## src/rtl/tap_period_meter.sv

```systemverilog
// -----------------------------------------------------------------------------
// tap_period_meter
//
// Measures the interval between successive rising edges of the debounced tap
// input. The interval is counted in timepulse ticks (tp_i), not in raw clock
// cycles. Each accepted measurement is presented on a valid/ready output.
//
// Optional feature macro: TAP_AVERAGE_EN
//   When defined, period_o carries the truncated mean of the last four
//   accepted measurements, and the output arrives one cycle later. When
//   undefined (the default), period_o carries the raw latest measurement.
//
// Parameters:
//   PERIOD_WIDTH  width of the tick counter and of period_o
//   TIMEOUT       tick count at which a measurement is abandoned
//                 (must be <= 2^PERIOD_WIDTH-1 and > MIN_PERIOD)
//   MIN_PERIOD    taps arriving before this many ticks are treated as glitches
//
// Ports:
//   clk_i      in   clock
//   rst_i      in   asynchronous active-high reset
//   tp_i       in   timepulse, one clk_i cycle wide
//   tap_i      in   debounced tap level; its rising edge marks a tap
//   ready_i    in   downstream accepts period_o
//   period_o   out  measured period in ticks
//   valid_o    out  period_o holds an unconsumed measurement
//   timeout_o  out  one-cycle pulse when a measurement is abandoned
//   overrun_o  out  one-cycle pulse when an unconsumed value is overwritten
// -----------------------------------------------------------------------------
module tap_period_meter #(
    parameter int PERIOD_WIDTH = 16,
    parameter int TIMEOUT      = 65535,
    parameter int MIN_PERIOD   = 16
) (
    input  logic                    clk_i,
    input  logic                    rst_i,
    input  logic                    tp_i,
    input  logic                    tap_i,
    input  logic                    ready_i,
    output logic [PERIOD_WIDTH-1:0] period_o,
    output logic                    valid_o,
    output logic                    timeout_o,
    output logic                    overrun_o
);

    typedef enum logic {
        ST_IDLE  = 1'b0,
        ST_COUNT = 1'b1
    } state_t;

    localparam logic [PERIOD_WIDTH-1:0] C_MIN_PERIOD = PERIOD_WIDTH'(MIN_PERIOD);
    localparam logic [PERIOD_WIDTH-1:0] C_TO_LAST    = PERIOD_WIDTH'(TIMEOUT - 1);

    state_t                  r_state;
    logic [PERIOD_WIDTH-1:0] r_cnt;
    logic                    r_tap_q;
    logic                    r_timeout;
    logic [PERIOD_WIDTH-1:0] r_period;
    logic                    r_valid;
    logic                    r_overrun;

    logic                    w_tap_edge;
    logic [PERIOD_WIDTH-1:0] w_cnt_next;
    logic                    w_meas;
    logic                    w_timeout;
    logic                    w_load;
    logic [PERIOD_WIDTH-1:0] w_load_val;

    // tap_q resets to 0, so a tap held high through reset release is an edge.
    assign w_tap_edge = tap_i & ~r_tap_q;

    // A tick coincident with the tap belongs to the interval being closed.
    assign w_cnt_next = r_cnt + {{(PERIOD_WIDTH-1){1'b0}}, tp_i};

    assign w_meas = (r_state == ST_COUNT) && w_tap_edge && (w_cnt_next >= C_MIN_PERIOD);

    // A tap in the same cycle as the final tick wins over the timeout.
    assign w_timeout = (r_state == ST_COUNT) && tp_i && (r_cnt == C_TO_LAST) && !w_meas;

    // -------------------------------------------------------------------------
    // Measurement FSM: interval counter, edge register and timeout pulse
    // -------------------------------------------------------------------------
    always_ff @(posedge clk_i or posedge rst_i) begin
        if (rst_i) begin
            r_state   <= ST_IDLE;
            r_cnt     <= '0;
            r_tap_q   <= 1'b0;
            r_timeout <= 1'b0;
        end else begin
            r_tap_q   <= tap_i;
            r_timeout <= 1'b0;
            case (r_state)
                ST_IDLE: begin
                    r_cnt <= '0;
                    // The tick in the arming cycle is not part of the interval.
                    if (w_tap_edge) begin
                        r_state <= ST_COUNT;
                    end
                end
                ST_COUNT: begin
                    if (w_meas) begin
                        // The accepted tap also opens the next interval.
                        r_cnt <= '0;
                    end else if (w_timeout) begin
                        r_state   <= ST_IDLE;
                        r_cnt     <= '0;
                        r_timeout <= 1'b1;
                    end else begin
                        // Glitch taps fall through here and keep counting.
                        r_cnt <= w_cnt_next;
                    end
                end
                default: begin
                    r_state <= ST_IDLE;
                    r_cnt   <= '0;
                end
            endcase
        end
    end

`ifdef TAP_AVERAGE_EN
    // -------------------------------------------------------------------------
    // Averaging stage: four-deep history of accepted measurements. The history
    // is registered on the measurement cycle and summed on the next, so the
    // output side sees the average one cycle after the raw measurement.
    // -------------------------------------------------------------------------
    logic [PERIOD_WIDTH-1:0] r_hist [4];
    logic                    r_hist_vld;
    logic                    r_avg_go;
    logic [PERIOD_WIDTH+1:0] w_slot_ext [4];
    logic [PERIOD_WIDTH+1:0] w_sum;

    always_ff @(posedge clk_i or posedge rst_i) begin
        if (rst_i) begin
            for (int i = 0; i < 4; i++) begin
                r_hist[i] <= '0;
            end
            r_hist_vld <= 1'b0;
            r_avg_go   <= 1'b0;
        end else begin
            r_avg_go <= w_meas;
            if (w_meas) begin
                r_hist_vld <= 1'b1;
                r_hist[0]  <= w_cnt_next;
                // An empty history is filled entirely by the first value so
                // the first average equals that measurement.
                for (int i = 1; i < 4; i++) begin
                    r_hist[i] <= r_hist_vld ? r_hist[i-1] : w_cnt_next;
                end
            end else if (w_timeout) begin
                r_hist_vld <= 1'b0;
            end
        end
    end

    for (genvar gi = 0; gi < 4; gi++) begin : g_slot_ext
        assign w_slot_ext[gi] = {2'b00, r_hist[gi]};
    end

    assign w_sum      = w_slot_ext[0] + w_slot_ext[1] + w_slot_ext[2] + w_slot_ext[3];
    assign w_load     = r_avg_go;
    assign w_load_val = PERIOD_WIDTH'(w_sum >> 2);
`else
    assign w_load     = w_meas;
    assign w_load_val = w_cnt_next;
`endif

    // -------------------------------------------------------------------------
    // Output register and valid/ready handshake
    // -------------------------------------------------------------------------
    always_ff @(posedge clk_i or posedge rst_i) begin
        if (rst_i) begin
            r_period  <= '0;
            r_valid   <= 1'b0;
            r_overrun <= 1'b0;
        end else begin
            r_overrun <= 1'b0;
            if (w_load) begin
                // With ready_i high the old value is consumed this cycle,
                // so only an unaccepted value counts as overwritten.
                r_period  <= w_load_val;
                r_valid   <= 1'b1;
                r_overrun <= r_valid & ~ready_i;
            end else if (r_valid && ready_i) begin
                r_valid <= 1'b0;
            end
        end
    end

    assign period_o  = r_period;
    assign valid_o   = r_valid;
    assign timeout_o = r_timeout;
    assign overrun_o = r_overrun;

endmodule

```

## config.mk

```make
export PLATFORM = sky130hd
export DESIGN_NAME = tap_period_meter
export DESIGN_NICKNAME = d
export VERILOG_FILES = /design/src/rtl/tap_period_meter.sv
export SDC_FILE = /design/constraint.sdc
export NUM_CORES = 1
export LEC_CHECK = 0
export CAP_MARGIN = 20
export CORE_MARGIN = 5
export CORE_UTILIZATION = 30
export DETAILED_ROUTE_END_ITERATION = 8
export SKIP_CTS_REPAIR_TIMING = 1
export SYNTH_ARGS = -nofsm -noshare
export SYNTH_HDL_FRONTEND = slang
export SYNTH_SLANG_ARGS = --single-unit
```

## constraint.sdc

```tcl
create_clock -name clk_i -period 7.75 [get_ports clk_i]
set_input_delay 1.1625 -clock clk_i [delete_from_list [all_inputs] [get_ports clk_i]]
set_output_delay 1.1625 -clock clk_i [all_outputs]
set_load 0.05 [all_outputs]
```

==> flow_metrics.env, run 1 <==
export IMPL_status="completed"
export IMPL_worstPathArrival_ns=4.16
export IMPL_antenna_found_initial=0
export IMPL_drv_cap=0
export IMPL_drtIter0Drc=57
export IMPL_cts_tree="built"
export IMPL_routabilityCongestion=0.797
export IMPL_power_density_nw_per_um2=232
export IMPL_synthCells=165
export IMPL_routed_top_layer="met4"
export IMPL_yosysWarningCount=0
export IMPL_die_y_um=88.4
export IMPL_synthDistinctLibCells=34
export IMPL_fin_tns_setup_ns=0
export IMPL_fin_crit_sh_pct=51.5
export IMPL_wl_per_cell_um=13.2
export IMPL_clkTransAtPathRegs_ns=0.07
export IMPL_fmax_ghz=0.251
export IMPL_min_period_ns=3.99
export IMPL_final_common_cell="dfrtp_1"
export IMPL_syn_num_nets=172
export IMPL_setup_slack_ns=3.76
export IMPL_slew_viol_final=0
export IMPL_start_util_pct=31.0
export IMPL_rsz0062_at_grt="no"
export IMPL_antennaDiodeCount=0
export IMPL_wl_met1_mm=1.69
export IMPL_grt_pass1_wl_mm=6.09
export IMPL_grt_use_total_pct=10.2
export IMPL_post_drt_via_cell_ratio=4.63
export IMPL_end_kind="flop"
export IMPL_clock_latency_ns=0.29
export IMPL_tightest_slew_ns=1.05
export IMPL_h_tree_depth=2
export IMPL_vias=1218
export IMPL_numPortBuffers=23
export IMPL_drc_errors=0
export IMPL_hold_path_class="reg2reg"
export IMPL_synth_seq_cells=37
export IMPL_cts_path_max_buffers=2
export IMPL_syn_cell_area_um2=1840
export IMPL_drive_above_1_share_pct=14.4
export IMPL_core_area_um2=5960
export IMPL_finalHoldViolCount=0
export IMPL_worstPathRequired_ns=7.92
export IMPL_critPathKind="in2reg"
export IMPL_skew_ns=0.00634
export IMPL_ir_drop_mv=0.144
export IMPL_final_nets=195
export IMPL_ys_flop_type="dfrtp_1"
export IMPL_drt_total_wl_mm=3.48
export IMPL_rows=28
export IMPL_grt_max_degree=38
export IMPL_dr_pass1_iters=4
export IMPL_clock_sinks=37
export IMPL_layout_common_cells="37 x dfrtp_1, 23 x clkdlybuf4s50_1, 20 x nand2_1, 19 x nor2_1"
export IMPL_crit_fanout=31
export IMPL_worstHoldPathCells=1
export IMPL_relSlewSlack_pct=30.0
export IMPL_pin_count=24
export IMPL_setup_violations=0
export IMPL_synth_edf_count=0
export IMPL_numCtsBuffers=5
export IMPL_synth_area_per_cell_um2=11.2
export IMPL_async_reset_ff_share_pct=100
export IMPL_syn_to_final_growth_pct=19.6
export IMPL_ant_nets=0
export IMPL_startpoint_type="primary input"
export IMPL_die_x_um=88.4
export IMPL_rr_worst_depth=8
export IMPL_grt_pass1_vias=1257
export IMPL_wl_met2_mm=1.55
export IMPL_grt_overflow_total=0
export IMPL_met3_length_um=171
export IMPL_p_leak_nw=1.02
export IMPL_dpl_hpwl_mm=2.38
export IMPL_yosysSeqAreaShare_pct=50.2
export IMPL_die_area_um2=7820
export IMPL_dp_slack_ns=3.42
export IMPL_cts_root_buf="clkbuf_8"
[state kept, by name (all words and copies together) (netlist names)]
register / count
overrun_o: 1
valid_o: 1
period_o: 16
r_tap_q: 1
timeout_o: 1
r_state: 1
r_cnt: 16
[per-stage QoR]
| step | cell area, um2 | hold slack [ns] | util [%] | cells | power (mW) |
|---|---|---|---|---|---|
| after floorplan | 1840 | 0.502 | - | 165 | 0.339 |
| after global placement | 2110 | 0.497 | 35.4 | 255 | 0.379 |
| after detailed placement | 2120 | 0.488 | 35.6 | 256 | 0.382 |
| after CTS | 2210 | 0.500 | 37.0 | 263 | 0.519 |
| after global routing | 2210 | 0.515 | 37.0 | 263 | 0.546 |
| final | 2210 | 0.493 | 37.0 | 263 | 0.511 |
[path summary, 6_finish.rpt]
check | to | slack (ns) | from
max in group asynchronous | r_cnt[9] | 6.14 | rst_i
max | period_o[13] | 3.76 | tp_i
min reg2reg | valid_o | 0.49 | valid_o
min in group asynchronous | valid_o | 1.28 | rst_i
max reg2reg | period_o[13] | 4.74 | r_cnt[0]
min | valid_o | 0.49 | valid_o
[critical path, stage by stage]
cell	delay [ns]
clkdlybuf4s50_1	0.50
ha_1	0.22
and4_1	0.35
nand4_1	0.15
xnor2_1	0.36
nor4_4	0.13
a31oi_4	0.88
mux2_2	0.42
[cell families (layout without fill, tap and decap cells)]
| kind of cell | after synthesis | after routing | synth area share [%] |
|---|---|---|---|
| mux | 16 | 16 | 12.1 |
| compound gates | 12 | 12 | 5.36 |
| buf+inv | 13 | 36 | 4.48 |
| simple gates | 70 | 70 | 19.4 |
| xor+xnor | 15 | 15 | 7.12 |
| flops | 37 | 37 | 50.2 |
| fa+ha+maj | 2 | 2 | 1.36 |
[cells in the mapped netlist (3+ instances only)]
cell,n,area [um2]
buf_2,3,15.0
nand4_1,6,37.5
dfrtp_1,37,926
xnor2_1,12,105
a21oi_1,3,15.0
and3_1,3,18.8
xor2_1,3,26.3
inv_1,4,15.0
mux2_4,12,180
nand3_1,8,40.0
nor2b_1,3,18.8
nor2_1,19,71.3
nand2_1,20,75.1
buf_6,4,45.0
[where the power goes]
part | total [mW] | switching [mW] | internal, mW
Clock | 0.134 | 0.0631 | 0.0705
Combinational | 0.141 | 0.0852 | 0.0561
Sequential | 0.236 | 0.0197 | 0.216
[metal layers]
| metal | track usage, % | vias up |
|---|---|---|
| met5 | 0 | - |
| met4 | 4.53 | 0 |
| met3 | 3.54 | 6 |
| met2 | 15.0 | 24 |
| met1 | 13.7 | 578 |
| li1 | - | 610 |
[area by class of cell]
| type | count | area, um2 |
|---|---|---|
| multi-input cells | 115 | 836 |
| fillers | 596 | 3750 |
| inverters | 4 | 15.0 |
| repair buffers | 25 | 249 |
| flip-flops and latches | 37 | 926 |
| clock buffers | 7 | 86.3 |
| well taps | 75 | 93.8 |
(Power assumes the default switching activity.)
==> run 2, diff against run 1 <==
==> constraint.sdc (replaced) <==
create_clock -name clk_i -period 3.5 [get_ports clk_i]
set_input_delay 0.525 -clock clk_i [delete_from_list [all_inputs] [get_ports clk_i]]
set_output_delay 0.525 -clock clk_i [all_outputs]
set_load 0.05 [all_outputs]
==> run 2 against run 1 <==
Net effect: critical path depth is 2 higher; final cell count increased by 1.5%; total power is 120% higher; critical endpoint is now period_o[7]; cell area rose by 1.2%; sequential power increased by 120%; sequential share of layout area shrank 0.52 points; clock-buffer cell count fell by 1; utilization grew 0.46 points; first-iteration DRC count is 60% lower; non-clock buffer count grew 3; clock power up 110%; largest power group unchanged.
==> flow_metrics.env, run 2 (synthesis gave the netlist of run 1 again) <==
export IMPL_rsz0062_at_grt="no"
export IMPL_final_common_cell="dfrtp_1"
export IMPL_wl_met1_mm=1.67
export IMPL_fin_crit_sh_pct=83.1
export IMPL_drv_cap=0
export IMPL_core_area_um2=5960
export IMPL_power_density_nw_per_um2=500
export IMPL_final_area_um2=2230
export IMPL_cts_path_max_buffers=2
export IMPL_rows=28
export IMPL_antenna_found_initial=0
export IMPL_grt_use_total_pct=9.83
export IMPL_multi_input_area_um2=836
export IMPL_h_tree_depth=2
export IMPL_postPlaceCellArea_um2=2140
export IMPL_fin_tns_setup_ns=0
export IMPL_drtIter0Drc=23
export IMPL_die_area_um2=7820
export IMPL_clock_latency_ns=0.28
export IMPL_min_period_ns=2.91
export IMPL_cts_root_buf="clkbuf_8"
export IMPL_end_kind="flop"
export IMPL_grt_pass1_vias=1320
export IMPL_dr_pass1_iters=2
export IMPL_setup_violations=0
export IMPL_routed_top_layer="met4"
export IMPL_start_util_pct=31.0
export IMPL_fill_cells=617
export IMPL_finalHoldViolCount=0
export IMPL_routabilityCongestion=0.725
export IMPL_fmax_ghz=0.344
export IMPL_status="completed"
export IMPL_die_y_um=88.4
export IMPL_numCtsBuffers=5
export IMPL_wl_met2_mm=1.48
export IMPL_grt_pass1_wl_mm=5.98
export IMPL_syn_to_final_growth_pct=21.1
export IMPL_clkTransAtPathRegs_ns=0.07
export IMPL_layout_common_cells="37 x dfrtp_1, 23 x clkdlybuf4s50_1, 20 x nand2_1, 19 x nor2_1"
export IMPL_hold_path_class="reg2reg"
export IMPL_drc_errors=0
export IMPL_tightest_slew_ns=0.792
export IMPL_ant_nets=0
export IMPL_grt_overflow_total=0
export IMPL_p_leak_nw=1.04
export IMPL_clock_sinks=37
export IMPL_skew_ns=0.00472
export IMPL_post_drt_via_cell_ratio=4.60
export IMPL_drt_total_wl_mm=3.36
export IMPL_startpoint_type="primary input"
export IMPL_drive_above_1_share_pct=16.1
export IMPL_met3_length_um=143
export IMPL_grt_max_degree=23
export IMPL_worstPathRequired_ns=3.67
export IMPL_pin_count=24
export IMPL_die_x_um=88.4
export IMPL_final_nets=198
export IMPL_antennaDiodeCount=0
export IMPL_vias=1228
export IMPL_wl_per_cell_um=12.6
export IMPL_slew_viol_final=0
export IMPL_worstPathArrival_ns=3.08
export IMPL_relSlewSlack_pct=47.1
export IMPL_register_area_um2=926
export IMPL_ir_drop_mv=0.231
export IMPL_dpl_hpwl_mm=2.37
export IMPL_critPathKind="in2reg"
export IMPL_numPortBuffers=23
export IMPL_crit_fanout=12
export IMPL_cts_tree="built"
run 2: changes by cell type in the layout (fill, tap and decap cells not counted), sizes merged:
cell / change
buf: +3
clkbuf: -1
clkinv: +2
run 2: worst max-delay path, stage by stage:
cell and delay [ns]:
clkdlybuf4s50_1 0.48, ha_1 0.21, ha_1 0.21, and3_1 0.25, nand3_1 0.11, o22a_1 0.26
nor4_4 0.35, a31oi_4 0.15, buf_4 0.23, mux2_4 0.30
run 2: metrics by stage:
stage / util [%] / worst slack [ns] / total power [mW] / instances / hold WS (ns)
global placement: 36.0 / 0.332 / 0.846 / 258 / 0.485
finish: 37.5 / 0.592 / 1.12 / 267 / 0.507
global route: 37.5 / 0.400 / 1.18 / 267 / 0.529
CTS: 37.4 / 0.578 / 1.13 / 266 / 0.516
floorplan: - / 0.844 / 0.751 / 165 / 0.502
detailed placement: 36.0 / 0.291 / 0.843 / 258 / 0.492
run 2: worst paths after layout:
kind,cells after the start,slack [ns],endpoint,startpoint
max in group asynchronous,3,2.11,r_cnt[9],rst_i
max reg2reg,9,0.95,period_o[7],r_cnt[0]
min,1,0.51,period_o[13],period_o[13]
max,10,0.59,period_o[7],tp_i
min in group asynchronous,2,0.68,valid_o,rst_i
min reg2reg,1,0.51,period_o[13],period_o[13]
run 2: area by class of cell:
type,count,share of cell area (%)
clock buffer,6,3.25
multi-input combinational,115,37.4
clock inverter,2,0.448
sequential,37,41.5
inverter,4,0.672
tap,75,4.20
timing repair buffer,28,12.5
run 2: report_power, final:
group          internal [mW]  switching [mW]
Clock                  0.138           0.142
Combinational          0.125           0.188
Sequential             0.479          0.0438
run 2: metal layers:
metal  vias up  GRT usage, %
li1        617             -
met5         -             0
met2        23          15.3
met3         9          3.26
met4         0          3.85
met1       579          12.6
==> run 3, diff against run 2 <==
==> constraint.sdc (replaced) <==
create_clock -name clk_i -period 2.7 [get_ports clk_i]
set_input_delay 0.405 -clock clk_i [delete_from_list [all_inputs] [get_ports clk_i]]
set_output_delay 0.405 -clock clk_i [all_outputs]
set_load 0.05 [all_outputs]
==> run 3 against run 2 <==
Net effect: register-to-register slack worse by 0.61 ns; sequential share of layout area fell by 3.1 points; cell area increased by 8.0%; die area is the same; sequential power grew 31%; critical path depth shrank 1; largest cell class unchanged.
==> flow_metrics.env, run 3 (synthesis gave the netlist of run 1 again) <==
export IMPL_path_cells="ha_2 -> ha_2 -> and3_4 -> and2_4 -> a22oi_2 -> nor4_4 -> a31oi_4 -> buf_4 -> mux2_2"
export IMPL_cts_path_max_buffers=2
export IMPL_clock_sinks=37
export IMPL_routabilityCongestion=0.759
export IMPL_start_util_pct=31.0
export IMPL_fmax_ghz=0.424
export IMPL_cts_tree="built"
export IMPL_worstPathArrival_ns=2.53
export IMPL_min_period_ns=2.36
export IMPL_hold_path_class="reg2reg"
export IMPL_dr_pass1_iters=4
export IMPL_core_area_um2=5960
export IMPL_critPathKind="reg2reg"
export IMPL_power_density_nw_per_um2=624
export IMPL_die_y_um=88.4
export IMPL_antennaDiodeCount=0
export IMPL_ant_nets=0
export IMPL_cpMostUsedCell="ha_2"
export IMPL_stdcell_count=281
export IMPL_vias=1276
export IMPL_numCtsBuffers=5
export IMPL_end_kind="flop"
export IMPL_grt_use_total_pct=9.97
export IMPL_drtIter0Drc=47
export IMPL_antenna_found_initial=0
export IMPL_clock_latency_ns=0.28
export IMPL_rsz0062_at_grt="no"
export IMPL_grt_max_degree=38
export IMPL_setup_violations=0
export IMPL_max_stage_delay_ns=0.38
export IMPL_p_leak_nw=1.13
export IMPL_dp_cells=271
export IMPL_cts_root_buf="clkbuf_8"
export IMPL_fin_crit_sh_pct=87.4
export IMPL_die_area_um2=7820
export IMPL_crit_fanout=4
export IMPL_rows=28
export IMPL_tightest_slew_ns=0.502
export IMPL_clkTransAtPathRegs_ns=0.07
export IMPL_drc_errors=0
export IMPL_final_nets=213
export IMPL_syn_to_final_growth_pct=30.8
export IMPL_drv_cap=0
export IMPL_pin_count=24
export IMPL_wl_per_cell_um=13.3
export IMPL_slew_viol_final=0
export IMPL_final_common_cell="dfrtp_1"
export IMPL_startpoint_type="flop"
export IMPL_finalHoldViolCount=0
export IMPL_status="completed"
export IMPL_drt_total_wl_mm=3.72
export IMPL_post_drt_via_cell_ratio=4.54
export IMPL_crit_path_top_delay_cell="dfrtp_1"
export IMPL_grt_overflow_total=0
export IMPL_numPortBuffers=23
export IMPL_drive_above_1_share_pct=26.2
export IMPL_grt_pass1_vias=1291
export IMPL_h_tree_depth=2
export IMPL_dpl_hpwl_mm=2.51
export IMPL_layout_common_cells="37 x dfrtp_1, 22 x clkdlybuf4s50_1, 20 x nand2_1, 18 x nor2_1, 17 x buf_4"
export IMPL_relSlewSlack_pct=66.4
export IMPL_die_x_um=88.4
export IMPL_ir_drop_mv=0.413
export IMPL_hold_ws_ns=0.499
export IMPL_worstPathRequired_ns=2.87
export IMPL_skew_ns=0.00605
export IMPL_grt_pass1_wl_mm=6.06
[run 3: final timing paths]
path                       slack, ns      endpoint  startpoint  cells past startpoint
min reg2reg                     0.50       valid_o     valid_o                      1
max reg2reg                     0.34  period_o[12]    r_cnt[0]                      9
min in group asynchronous       0.53       valid_o       rst_i                      3
max in group asynchronous       1.85      r_cnt[9]       rst_i                      3
max                             0.34  period_o[12]    r_cnt[0]                      9
min                             0.50       valid_o     valid_o                      1
[run 3: metrics by stage]
step	instance area, um2	TNS, ns	total power [mW]	util (%)	setup slack [ns]
finish	2410	0	1.51	40.5	0.340
global route	2410	0	1.59	40.5	0.218
CTS	2330	0	1.50	39.1	0.0242
detailed placement	2240	-5.38	1.11	37.6	-0.272
global placement	2240	-3.88	1.11	37.6	-0.220
floorplan	1840	0	0.973	-	0.164
[run 3: area by class of cell]
class	count	area (um2)
timing repair buffer	43	417
sequential	37	926
inverter	4	15.0
fill	585	3540
tap	75	93.8
multi-input combinational	115	875
clock buffer	7	86.3
[run 3: per-layer routing]
layer / part of all wire (%) / global-route usage, % / up-vias
met5: 0 / 0 / -
met4: 1.6 / 4.40 / 0
met3: 5.7 / 3.26 / 7
met2: 44 / 15.1 / 31
met1: 48 / 13.0 / 597
li1: - / - / 641
[run 3: worst max-delay path: cells and delay by family, from the launching register on]
kind            cells  cell delay, ns
compound gates      2            0.55
fa+ha+maj           2            0.38
buf+inv             1            0.19
flops               1            0.38
mux                 1            0.33
simple gates        3            0.43
[run 3: power breakdown]
group          total [mW]  leakage, nW  internal, mW  switching (mW)
Combinational       0.440        0.590         0.187           0.253
Sequential          0.685        0.495         0.621          0.0640
Clock               0.381       0.0443         0.202           0.179
Total                1.51         1.13          1.01           0.495
